**config.mk**
```make
export PLATFORM = sky130hd
export DESIGN_NAME = regfile_param_flat
export DESIGN_NICKNAME = d
export VERILOG_FILES = /design/src/rtl/regfile_param_if.sv /design/src/rtl/regfile_param.sv /design/src/flat_wrapper.sv
export SDC_FILE = /design/constraint.sdc
export NUM_CORES = 1
export LEC_CHECK = 0
export ABC_AREA = 1
export BUFFER_PORTS_ARGS = -buffer_cell sky130_fd_sc_hd__buf_2
export CORE_ASPECT_RATIO = 1.75
export CORE_UTILIZATION = 36
export CTS_BUF_LIST = sky130_fd_sc_hd__clkbuf_8
export CTS_CLUSTER_SIZE = 25
export DETAILED_ROUTE_END_ITERATION = 10
export SLEW_MARGIN = 25
export SYNTH_ARGS = -nofsm -noshare
export SYNTH_HDL_FRONTEND = slang
export SYNTH_SLANG_ARGS = --single-unit
```
**constraint.sdc**
```tcl
create_clock -name clk -period 8 [get_ports clk]
set_input_delay 0.4 -clock clk [delete_from_list [all_inputs] [get_ports clk]]
set_output_delay 0.4 -clock clk [all_outputs]
set_load 0.005 [all_outputs]
```
**src/rtl/regfile_param_if.sv**
```systemverilog
`timescale 1ns/1ps
// regfile_param_if
// Bundles the read, write and clear signals of the parameterised register
// file so that the design and its users share one port definition.
//
// Signals
//   rd_addr1, rd_addr2 : read port addresses
//   rd_data1, rd_data2 : read port data, combinational
//   wr_en, wr_addr, wr_data : write request
//   clr_req            : request a sequential clear of every entry
//   busy               : high while the clear sequence runs
//   wr_err             : one-cycle pulse when a write was dropped
//
// Modports
//   master : the side that issues reads/writes/clears
//   slave  : the register file itself
interface regfile_param_if #(
  parameter int DATA_W = 16,
  parameter int ADDR_W = 4
);

  logic [ADDR_W-1:0] rd_addr1;
  logic [ADDR_W-1:0] rd_addr2;
  logic [DATA_W-1:0] rd_data1;
  logic [DATA_W-1:0] rd_data2;
  logic              wr_en;
  logic [ADDR_W-1:0] wr_addr;
  logic [DATA_W-1:0] wr_data;
  logic              clr_req;
  logic              busy;
  logic              wr_err;

  modport master (
    output rd_addr1,
    output rd_addr2,
    output wr_en,
    output wr_addr,
    output wr_data,
    output clr_req,
    input  rd_data1,
    input  rd_data2,
    input  busy,
    input  wr_err
  );

  modport slave (
    input  rd_addr1,
    input  rd_addr2,
    input  wr_en,
    input  wr_addr,
    input  wr_data,
    input  clr_req,
    output rd_data1,
    output rd_data2,
    output busy,
    output wr_err
  );

endinterface

```
**src/rtl/regfile_param.sv**
```systemverilog
`timescale 1ns/1ps
// regfile_param
// Parameterised register file with two asynchronous read ports, one write
// port, an optional hard-wired zero entry, optional write-first bypass and
// a sequential clear engine that wipes one entry per clock.
//
// Parameters
//   DATA_W   : width of each entry
//   ADDR_W   : address width, DEPTH = 2**ADDR_W entries
//   ZERO_REG : when nonzero, entry 0 reads 0 and ignores writes
//   BYPASS   : when nonzero, reads see an accepted same-cycle write
//
// Ports
//   clk   : clock, all state changes on the rising edge
//   reset : asynchronous, active-high reset (entries, FSM, flags to 0)
//   bus   : regfile_param_if slave modport carrying read/write/clear signals
module regfile_param #(
  parameter int DATA_W   = 16,
  parameter int ADDR_W   = 4,
  parameter int ZERO_REG = 1,
  parameter int BYPASS   = 1
) (
  input  logic            clk,
  input  logic            reset,
  regfile_param_if.slave  bus
);

  localparam int DEPTH = 2 ** ADDR_W;
  localparam logic [ADDR_W-1:0] LAST_IDX = {ADDR_W{1'b1}};

  typedef enum logic [0:0] {
    IDLE  = 1'b0,
    CLEAR = 1'b1
  } state_t;

  state_t            state;
  state_t            state_next;
  logic [ADDR_W-1:0] clr_idx;
  logic [ADDR_W-1:0] clr_idx_next;
  logic              wr_err_q;
  logic              wr_err_next;

  logic [DATA_W-1:0] mem [DEPTH];

  // Local copies of the interface inputs keep the datapath expressions short.
  logic              wr_en;
  logic [ADDR_W-1:0] wr_addr;
  logic [DATA_W-1:0] wr_data;
  logic [ADDR_W-1:0] rd_addr1;
  logic [ADDR_W-1:0] rd_addr2;
  logic              clr_req;

  assign wr_en    = bus.wr_en;
  assign wr_addr  = bus.wr_addr;
  assign wr_data  = bus.wr_data;
  assign rd_addr1 = bus.rd_addr1;
  assign rd_addr2 = bus.rd_addr2;
  assign clr_req  = bus.clr_req;

  logic wr_to_zero;
  logic write_ok;

  // A write is only taken in IDLE; a write aimed at the hard-wired zero
  // entry is silently discarded and is not reported as an error.
  assign wr_to_zero = (ZERO_REG != 0) && (wr_addr == '0);
  assign write_ok   = wr_en && (state == IDLE) && !wr_to_zero;

  // State register, clear index and error flag. The flag records that a
  // write arrived while clearing, so it appears for exactly the next cycle.
  always_ff @(posedge clk or posedge reset) begin
    if (reset) begin
      state    <= IDLE;
      clr_idx  <= '0;
      wr_err_q <= 1'b0;
    end else begin
      state    <= state_next;
      clr_idx  <= clr_idx_next;
      wr_err_q <= wr_err_next;
    end
  end

  // Next-state logic. A clear runs exactly DEPTH cycles; further clr_req
  // pulses while clearing are ignored, and the index wraps back to 0 on the
  // final increment so the next clear starts from entry 0 again.
  always_comb begin
    state_next   = state;
    clr_idx_next = clr_idx;
    wr_err_next  = 1'b0;
    case (state)
      IDLE: begin
        if (clr_req) begin
          state_next   = CLEAR;
          clr_idx_next = '0;
        end
      end
      CLEAR: begin
        clr_idx_next = clr_idx + 1'b1;
        wr_err_next  = wr_en;
        if (clr_idx == LAST_IDX) begin
          state_next = IDLE;
        end
      end
      default: begin
        state_next   = IDLE;
        clr_idx_next = '0;
      end
    endcase
  end

  // Storage. Reset wipes every entry at once; while clearing, the engine
  // owns the write path. When a write and clr_req coincide in IDLE the write
  // lands first and the following clear sequence overwrites it.
  always_ff @(posedge clk or posedge reset) begin
    if (reset) begin
      for (int i = 0; i < DEPTH; i++) begin
        mem[i] <= '0;
      end
    end else if (state == CLEAR) begin
      mem[clr_idx] <= '0;
    end else if (write_ok) begin
      mem[wr_addr] <= wr_data;
    end
  end

  // Read port 1. write_ok is only true in IDLE, so bypass is automatically
  // off while a clear runs and the port shows the partially cleared array.
  always_comb begin
    bus.rd_data1 = mem[rd_addr1];
    if ((BYPASS != 0) && write_ok && (wr_addr == rd_addr1)) begin
      bus.rd_data1 = wr_data;
    end
    if ((ZERO_REG != 0) && (rd_addr1 == '0)) begin
      bus.rd_data1 = '0;
    end
  end

  // Read port 2, identical to port 1 and bypassed independently of it.
  always_comb begin
    bus.rd_data2 = mem[rd_addr2];
    if ((BYPASS != 0) && write_ok && (wr_addr == rd_addr2)) begin
      bus.rd_data2 = wr_data;
    end
    if ((ZERO_REG != 0) && (rd_addr2 == '0)) begin
      bus.rd_data2 = '0;
    end
  end

  // busy follows the state register directly, so it drops the moment reset
  // is asserted and needs no separate flop.
  assign bus.busy   = (state == CLEAR);
  assign bus.wr_err = wr_err_q;

endmodule

```
**src/flat_wrapper.sv**
```systemverilog
// flat-port wrapper written by rule: the top's interface ports become plain ports
module regfile_param_flat 
#(
  parameter int DATA_W   = 16,
  parameter int ADDR_W   = 4,
  parameter int ZERO_REG = 1,
  parameter int BYPASS   = 1
)
  (clk, reset, bus_rd_addr1, bus_rd_addr2, bus_wr_en, bus_wr_addr, bus_wr_data, bus_clr_req, bus_rd_data1, bus_rd_data2, bus_busy, bus_wr_err);
  regfile_param_if #(.DATA_W(DATA_W), .ADDR_W(ADDR_W)) bus_i ();
  input  logic clk;
  input  logic reset;
  input wire logic [$bits(bus_i.rd_addr1)-1:0] bus_rd_addr1;
  input wire logic [$bits(bus_i.rd_addr2)-1:0] bus_rd_addr2;
  input wire logic [$bits(bus_i.wr_en)-1:0] bus_wr_en;
  input wire logic [$bits(bus_i.wr_addr)-1:0] bus_wr_addr;
  input wire logic [$bits(bus_i.wr_data)-1:0] bus_wr_data;
  input wire logic [$bits(bus_i.clr_req)-1:0] bus_clr_req;
  output wire logic [$bits(bus_i.rd_data1)-1:0] bus_rd_data1;
  output wire logic [$bits(bus_i.rd_data2)-1:0] bus_rd_data2;
  output wire logic [$bits(bus_i.busy)-1:0] bus_busy;
  output wire logic [$bits(bus_i.wr_err)-1:0] bus_wr_err;
  assign bus_i.rd_addr1 = bus_rd_addr1;
  assign bus_i.rd_addr2 = bus_rd_addr2;
  assign bus_i.wr_en = bus_wr_en;
  assign bus_i.wr_addr = bus_wr_addr;
  assign bus_i.wr_data = bus_wr_data;
  assign bus_i.clr_req = bus_clr_req;
  assign bus_rd_data1 = bus_i.rd_data1;
  assign bus_rd_data2 = bus_i.rd_data2;
  assign bus_busy = bus_i.busy;
  assign bus_wr_err = bus_i.wr_err;
  regfile_param #(.DATA_W(DATA_W), .ADDR_W(ADDR_W), .ZERO_REG(ZERO_REG), .BYPASS(BYPASS)) u_core (.clk(clk), .reset(reset), .bus(bus_i));
endmodule
```
==> results of run 1 <==
cell families (layout without fill, tap and decap cells):
group	count (synthesis)	in the layout
buffers and inverters	441	431
adder cells (fa/ha/maj)	4	4
other	0	2
AND/OR/NAND/NOR	1318	1318
AO/OA/AOI/OAI	340	340
flip-flops	262	262
area by class of cell:
class                           instances  area share [%]
Sequential cell                       262           38.08
Multi-Input combinational cell       1662           44.02
Tap cell                              566           4.113
Timing Repair Buffer                   85           2.994
Inverter                              272           6.002
Clock buffer                           53           4.237
Clock inverter                         21          0.5305
Antenna cell                            2         0.02907
sequential cells by signal, indices dropped and copies added (netlist names):
signal             count
u_core.mem           256
u_core.bus.busy        1
u_core.bus.wr_err      1
u_core.clr_idx         4
power groups by stage:
stage	clock, mW	combinational [mW]	sequential [mW]
finish	1.18	1.17	1.64
global route	1.24	1.30	1.66
CTS	1.20	1.15	1.63
detailed placement	0	1.14	1.66
global placement	0	1.12	1.65
floorplan	0	0.772	1.63
critical path, delay by kind of cell, from the launching register on:
family	cells	cell delay, ns
compound gates	1	0.32
simple gates	5	1.51
buf+inv	2	0.65
flops	1	0.49
placed cells by master, fill, tap and decap left out, drive strengths merged:
master,instances
nand3,378
diode,2
nor2,171
clkbuf,53
a21oi,19
clkinv,7
nand2,766
o21ai,204
o22ai,69
ha,4
o32ai,32
dfrtp,262
buf,84
clkinvlp,1
dlygate4sd3,1
a22oi,16
inv,285
nand4,3
per-layer routing:
metal / vias up / global-route usage, %
met5: - / 0
met4: 4 / 22.61
met3: 296 / 4.829
met2: 905 / 48.02
met1: 7828 / 33.96
li1: 7504 / -
worst max path at each step:
stage / startpoint / to / slack [ns] / depth (start not counted)
3_5_place_dp: bus_rd_addr1[1] / bus_rd_data1[14] / 4.10 / 10
6_report: u_core.bus.busy / bus_rd_data2[3] / 4.03 / 8
5_1_grt: u_core.bus.busy / bus_rd_data2[3] / 3.86 / 8
3_3_place_gp: bus_rd_addr2[2] / bus_rd_data2[3] / 4.10 / 10
2_1_floorplan: reset / u_core.bus.busy / 0.39 / 1
4_1_cts: u_core.bus.busy / bus_rd_data2[3] / 4.03 / 8
==> results, run 1 <==
- The type of the worst min-delay path is in -> reg.
- Summing the areas of all and, or, nand and nor instances in the mapped netlist gives 34.77% of the synthesized area.
- Yosys mapped a number of flops with a built-in enable equal to 0.
- The wire length on met1 is 23890 um.
- Net switching is 38.58% of the power.
- Power comes to 3.986 mW.
- The critical path goes through inv_2 -> nand2_1 -> a21oi_4 -> nand3_2 -> nand3_1 -> nor2_1 -> nor2_1 -> buf_2.
- Clock latency on the worst-skew pair, taken at its later pin, is 0.59 ns.
- Setup repair after global routing left no endpoint under its margin.
- After detailed routing, the average wire length per cell comes to 22.23 um.
- The count of H-tree levels built during CTS is 2.
- The worst-case clock skew is 0.03483 ns.
- The die is 278.5 um tall.
- The congestion estimate from routability-driven global placement came to 0.9304.
- The number of global-route vias before repair is 16390.
- The endpoint of the worst register-to-register path is u_core.mem[68].
- The combined area of the multi-input logic cells is 7579 sq um.
- The total global routing track utilization is 29.27%.
- The worst-case hold path end point is u_core.bus.busy.
- The largest net degree at the start of global routing is 165.
- The xor and xnor area share after synthesis is 0%.
- The tool flagged a number of max-cap violations equal to 0.
- Setup violations remaining at the end of the flow were counted as 0.
- Measured against its own limit, the worst slew margin works out to 25.53%.
- The highest-delay cell along the critical path is nand3_2.
- The checks that failed: design-rule violations.
- For this block, the via count after detailed routing is 16540.
- The worst hold path passes through 3 cells.
- In this run, distinct cell masters in the synthesized netlist total 21.
- The number of antenna violations at the first check in global routing came to 4.
- The DRC violation count after routing is 2.
- In this run the mean area of a mapped cell was 6.649 sq um.
- The data arrival time of the worst path is 3.57 ns.
- The count of yosys warnings during synthesis is 0.
- In this run the critical register-to-register path is launched from u_core.bus.busy.
- The floorplan die width is 160.0 um.
- The final-layout fill cell count is 4618.
- Of all flip-flops after synthesis, the portion carrying an async set or reset was 100.0%.
- The worst setup path is captured at an output port.
- Summing the areas of all fa, ha and maj instances in the mapped netlist gives 0.3183% of the synthesized area.
- The most used flip-flop cell after synthesis is dfrtp_1.
- The final worst-path cycle share is 49.68%.
- The share of post-route cells with drive strength above 1 is 7.813%.
- The buffer depth of the longest clock path is 3.
- The fmax is 251.6 MHz.
- Sequential cells account for 41.1% of the total power.
- Leaving out filler cells and counting taps, the final layout contains 2923.
- The cell count of the worst reg-to-reg path is 6.
- Cell internal power was estimated by the tool at 2.448 mW.
- In this run the register-to-register setup slack is 4.76 ns.
- The routed design has 64970 um of wire.
- In this run the power density over the cells is 231.5 nW/um^2.
- The number of nets produced by synthesis is 2401.
- The synthesis-to-finish area growth is 9.493%.
- The number of gates resized after cts is 0.
- The final count of hold timing violations is 0.
- The number of buffers inserted by hold repair at cts is 1.
- For this run the aggregate overflow at the end of global routing stands at 0.
- Counting the buffers created by CTS gives 41.
- The clock sink count is 262.
- The first-pass GRT wire length is 99580 um.
- Ranked by total cell area, the synthesized netlist is headed by dfrtp_1 42%, nand2_1 18%, nand3_1 12%.
- The synthesized-area fraction occupied by ao, oa, aoi and oai cells is 12.53%.
- In this run the most critical hold path is launched from bus_clr_req.
- By instance count, the leading cell after synthesis is nand2_1.
- The critical path required time is 7.60 ns.
- After synthesis the cells add up to 15730 sq um.
- The number of pins exceeding their max-slew limit in the final report is 0.
- The count of input and output buffers is 65.
- The worst setup path is of the reg -> out kind.
- The type of origin of the critical path is a flip-flop.
- The buffer type at the clock tree root is clkbuf_8.
- The count of nets after finishing is 2360.
- The top-level port count is 66.
- Across the whole layout, storage elements account for 6556 sq um.
- The number of nets with antenna violations after detailed routing is 0.
- Buffers added to address setup during post-CTS repair amount to 0.
- The most frequent cell on the critical path is nor2_1.
- The post-synthesis cell count is 2365.
- The worst-path maximum fanout is 32.
- The final design area excluding fillers is 17220 sq um.
- In this run the top signal layer used is met5.
- The TritonCTS clock tree is yes.
- The met3 wire length is 5370 um.
- The average via count per standard cell is 5.658.
- The first routing iteration left 1914 violations.
- The number of optimization iterations in the first detailed-route pass is 9.
- The post-placement setup slack is 4.100 ns.
- The proportion of power drawn by the clock network is 29.5%.
- The peak ir drop on the vdd network is 0.09789 mV.
- On the worst path, the slowest cell contributes a delay of 0.66 ns.
- The area of placed instances is 16330 sq um.
- The clock period could shrink to 3.974 ns.
- The clock-pin slew on the worst setup and hold paths is 0.07 ns.
- In the synthesized netlist, mux cells make up 0% of the area.
- Once placement completed, the tool counted placed cells totaling 2845.
- The worst hold slack is 0.09573 ns.
- The main combinational cell family by area after synthesis is simple AND/OR/NAND/NOR gates.
- After synthesis, the most frequently instantiated cells are 766 x nand2_1, 374 x nand3_1, 268 x inv_1.
- The synthesized flop and latch total is 262.
- The HPWL after detailed placement is 41450 um.
- The transition time at the pin with the least slew margin is 1.116 ns.
- Setup slack closes at 4.026 ns.
- The total die area is 44550 sq um.
- Row generation in the floorplan step produced 101 rows.
- The analysis attributes to net switching a power of 1.538 mW.
- The share of Yosys cell area claimed by the top area cell type is 41.69%.
- The starting density of the core is 36.38%.
- After routing, the total negative slack on setup checks comes to 0 ns.
- The sequential area share after synthesis is 41.69%.
- The analysis attributes to cell leakage a power of 8.936 nW.
- Cells fill 39.84% of the core in the end.
- The cell taking the most area after synthesis is dfrtp_1.
- The area of the core is 43220 sq um.
- Combinational logic burns 29.4% of the power.
- The run finished, with violations left.
- The met2 wirelength from detailed routing is 30420 um.
(Power assumes the default switching activity.)
==> run 2, diff against run 1 <==
Clock period 8 ns to 3.4 ns, I/O delays scaled along.
==> results, run 2 (synthesis gave the netlist of run 1 again) <==
- Result of the run: complete, but fails checks (unchanged).
- Failing checks: design-rule violations (unchanged).
- The floorplan die width came to 160.0 um (unchanged).
- The vias after detailed routing came to 16740 (was 16540).
- The count of input and output buffers is 65 (unchanged).
- The buffer type at the clock tree root is clkbuf_8 (unchanged).
- The first-pass GRT wire length is 98260 um (was 99580 um).
- Registers with the highest flip-flop counts: u_core.mem: 256 flops, u_core.clr_idx: 4 flops (unchanged).
- The average via count per standard cell is 5.632 (was 5.658).
- The post-placement setup slack is 0.6730 ns (was 4.100 ns).
- The top-level port count is 66 (unchanged).
- The synthesis-to-finish area growth is 11.79% (was 9.493%).
- The count of nets after finishing was 2416 (was 2360).
- The final routed wirelength across all metal layers was 64430 um (was 64970 um).
- The category of the worst setup path capture point is an output port (unchanged).
- The DRC violation count after routing is 2 (unchanged).
- The routability congestion estimate is 0.9203 (was 0.9304).
- The cell family contributing the most delay on the critical path is simple AND/OR/NAND/NOR gates (unchanged).
- Critical path, cell by cell: inv_2 -> nand2_1 -> a21oi_4 -> nand3_1 -> buf_4 -> nand3_1 -> nor2_1 -> nor2_1 -> buf_2 (was inv_2 -> nand2_1 -> a21oi_4 -> nand3_2 -> nand3_1 -> nor2_1 -> nor2_1 -> buf_2).
- The number of optimization iterations in the first detailed-route pass was 9 (unchanged).
- The vertical die dimension is 278.5 um (unchanged).
- The worst-case headroom to the max-slew limit came to 27.55% (was 25.53%).
- The type of the worst min-delay path is in -> async (was in -> reg).
- The HPWL after detailed placement is 43230 um (was 41450 um).
- The count of H-tree levels built during CTS is 2 (unchanged).
- The number of global-route vias before repair was 16240 (was 16390).
- The source-to-sink clock delay at the later pin of the worst-skew pair is 0.59 ns (about the same).
- The buffer depth of the longest clock path is 3 (unchanged).
- The worst hold slack is 0.1055 ns (was 0.09573 ns).
- The number of violations of the max-capacitance limit is 0 (unchanged).
- The area of the core is 43220 sq um (unchanged).
- The number of flip-flops in the largest register was 256 (unchanged).
- The number of nets with antenna violations after detailed routing is 0 (unchanged).
- The setup TNS after final layout came to 0 ns (unchanged).
- The fmax is 331.0 MHz.
- The initial DRC count is 1775 (was 1914).
- The transition time at the pin with the least slew margin is 1.087 ns (was 1.116 ns).
- The final count of hold timing violations was 0 (unchanged).
- The worst-case clock skew came to 0.01511 ns (was 0.03483 ns).
- The overall power consumption was 9.230 mW (was 3.986 mW).
- The final standard cell utilization of the core is 40.68% (was 39.84%).
- The number of gates resized after cts is 0 (unchanged).
- The critical path required time was 3.23 ns (was 7.60 ns).
- The fraction of power spent switching nets came to 38.31% (was 38.58%).
- The total global routing track utilization is 28.97% (was 29.27%).
- The final worst-path cycle share is 88.84%.
- The largest net degree at the start of global routing was 116 (was 165).
- The total number of placement rows is 101 (unchanged).
- The area of placed instances is 16640 sq um (was 16330 sq um).
- The number of antenna violations at the first check in global routing was 4 (unchanged).
- Unrepaired setup endpoints after global routing: no (unchanged).
- The TritonCTS clock tree was yes (unchanged).
- The placed cell count is 2884 (was 2845).
- The power density of the placed cells is 525.0 nW/um^2 (was 231.5 nW/um^2).
- The final design area excluding fillers is 17580 sq um (was 17220 sq um).
- The clock sink count is 262 (unchanged).
- The final worst setup slack is 0.3793 ns (was 4.026 ns).
- The overall overflow remaining after global route is 0 (unchanged).
- The maximum cell stage delay along the critical path is 0.53 ns (was 0.66 ns).
- The share of total power in combinational logic is 30.2% (was 29.4%).
- The data arrival time of the worst path was 2.85 ns (was 3.57 ns).
- The number of buffers created by CTS was 41 (unchanged).
- The commonest non-fill, non-tap cell in the layout is nand2_1 (unchanged).
- The register share of total power came to 41.6% (was 41.1%).
- The average routed wire per standard cell came to 21.67 um (was 22.23 um).
- The number of cells in the finished layout apart from fillers is 2973 (was 2923).
- The starting density of the core came to 36.38% (unchanged).
- The type of origin of the critical path was a flip-flop (unchanged).
- The worst-path maximum fanout was 32 (unchanged).
- The type of the worst setup path is reg -> out (unchanged).
- The cell internal power dissipation is 5.694 mW (was 2.448 mW).
- The total die area is 44550 sq um (unchanged).
- The highest-delay cell along the critical path is nor2_1 (was nand3_2).
- The peak ir drop on the vdd network was 0.2212 mV (was 0.09789 mV).
- The proportion of power drawn by the clock network is 28.1% (was 29.5%).
- The largest register by flop count is u_core.mem (unchanged).
- The switching power total is 3.536 mW (was 1.538 mW).
- The combined buffer and inverter count along the critical path is 3 (was 2).
- The setup violation total in the final timing report is 0 (unchanged).
- The clock-pin slew on the worst setup and hold paths came to 0.06 ns (was 0.07 ns).
- Leading cell types in the layout, fill and taps excluded: 766 x nand2_1, 374 x nand3_1, 279 x inv_1 (was 765 x nand2_1, 372 x nand3_1, 276 x inv_1).
- The share of post-route cells with drive strength above 1 was 8.274% (was 7.813%).
- The number of pins exceeding their max-slew limit in the final report is 0 (unchanged).
- The leakage power figure came to 9.167 nW (was 8.936 nW).
- Subtracting the final worst setup slack from the clock period gives 3.021 ns.
==> run 2: changes by cell type in the layout (fill, tap and decap cells not counted), sizes merged <==
cell         before  now
dlygate4sd3       1   19
buf              84  122
clkbuf           53   48
clkinvlp          1    2
inv             285  287
clkinv            7    3
==> run 2: repair_timing <==
action                     CTS  global route
hold buffers                19             0
buffers inserted             0             0
hold endpoints to repair   199             0
setup endpoints to repair    0             0
==> run 2: per-layer routing <==
metal	vias up	GRT usage (%)	share of wire (%)
li1	7612	-	-
met1	7831	33.11	36
met2	980	48.18	48
met3	316	4.605	8.3
met4	4	22.49	8.4
met5	-	0	0.034
==> run 2: cell type report <==
class / count / area [sq um]
Inverter: 272 / 1030
Clock buffer: 48 / 660.6
Antenna cell: 2 / 5.005
Fill cell: 4557 / 25640
Clock inverter: 20 / 82.58
Timing Repair Buffer: 141 / 1049
Multi-Input combinational cell: 1662 / 7488
Sequential cell: 262 / 6556
Tap cell: 566 / 708.2
==> run 2: final timing paths <==
check	from	to	slack, ns	depth (start not counted)
min in group clk	bus_wr_addr[2]	u_core.mem[90]	0.19	6
min reg2reg	u_core.mem[254]	u_core.mem[254]	0.50	2
min	reset	u_core.mem[214]	0.11	3
max	u_core.bus.busy	bus_rd_data2[0]	0.38	9
max in group asynchronous	reset	u_core.mem[109]	2.29	4
max reg2reg	u_core.bus.busy	u_core.mem[118]	0.63	6
==> run 2: worst min-delay path, stage by stage <==
cell and delay, ns:
dlygate4sd3_1 0.53, buf_2 0.13, clkinvlp_4 0.24
==> run 2: power by group through the flow <==
stage,registers [mW],clock network (mW),logic (mW)
CTS,3.84,2.65,2.75
finish,3.84,2.60,2.79
detailed placement,3.89,0,2.72
global route,3.89,2.76,3.07
global placement,3.88,0,2.67
floorplan,3.82,0,1.82
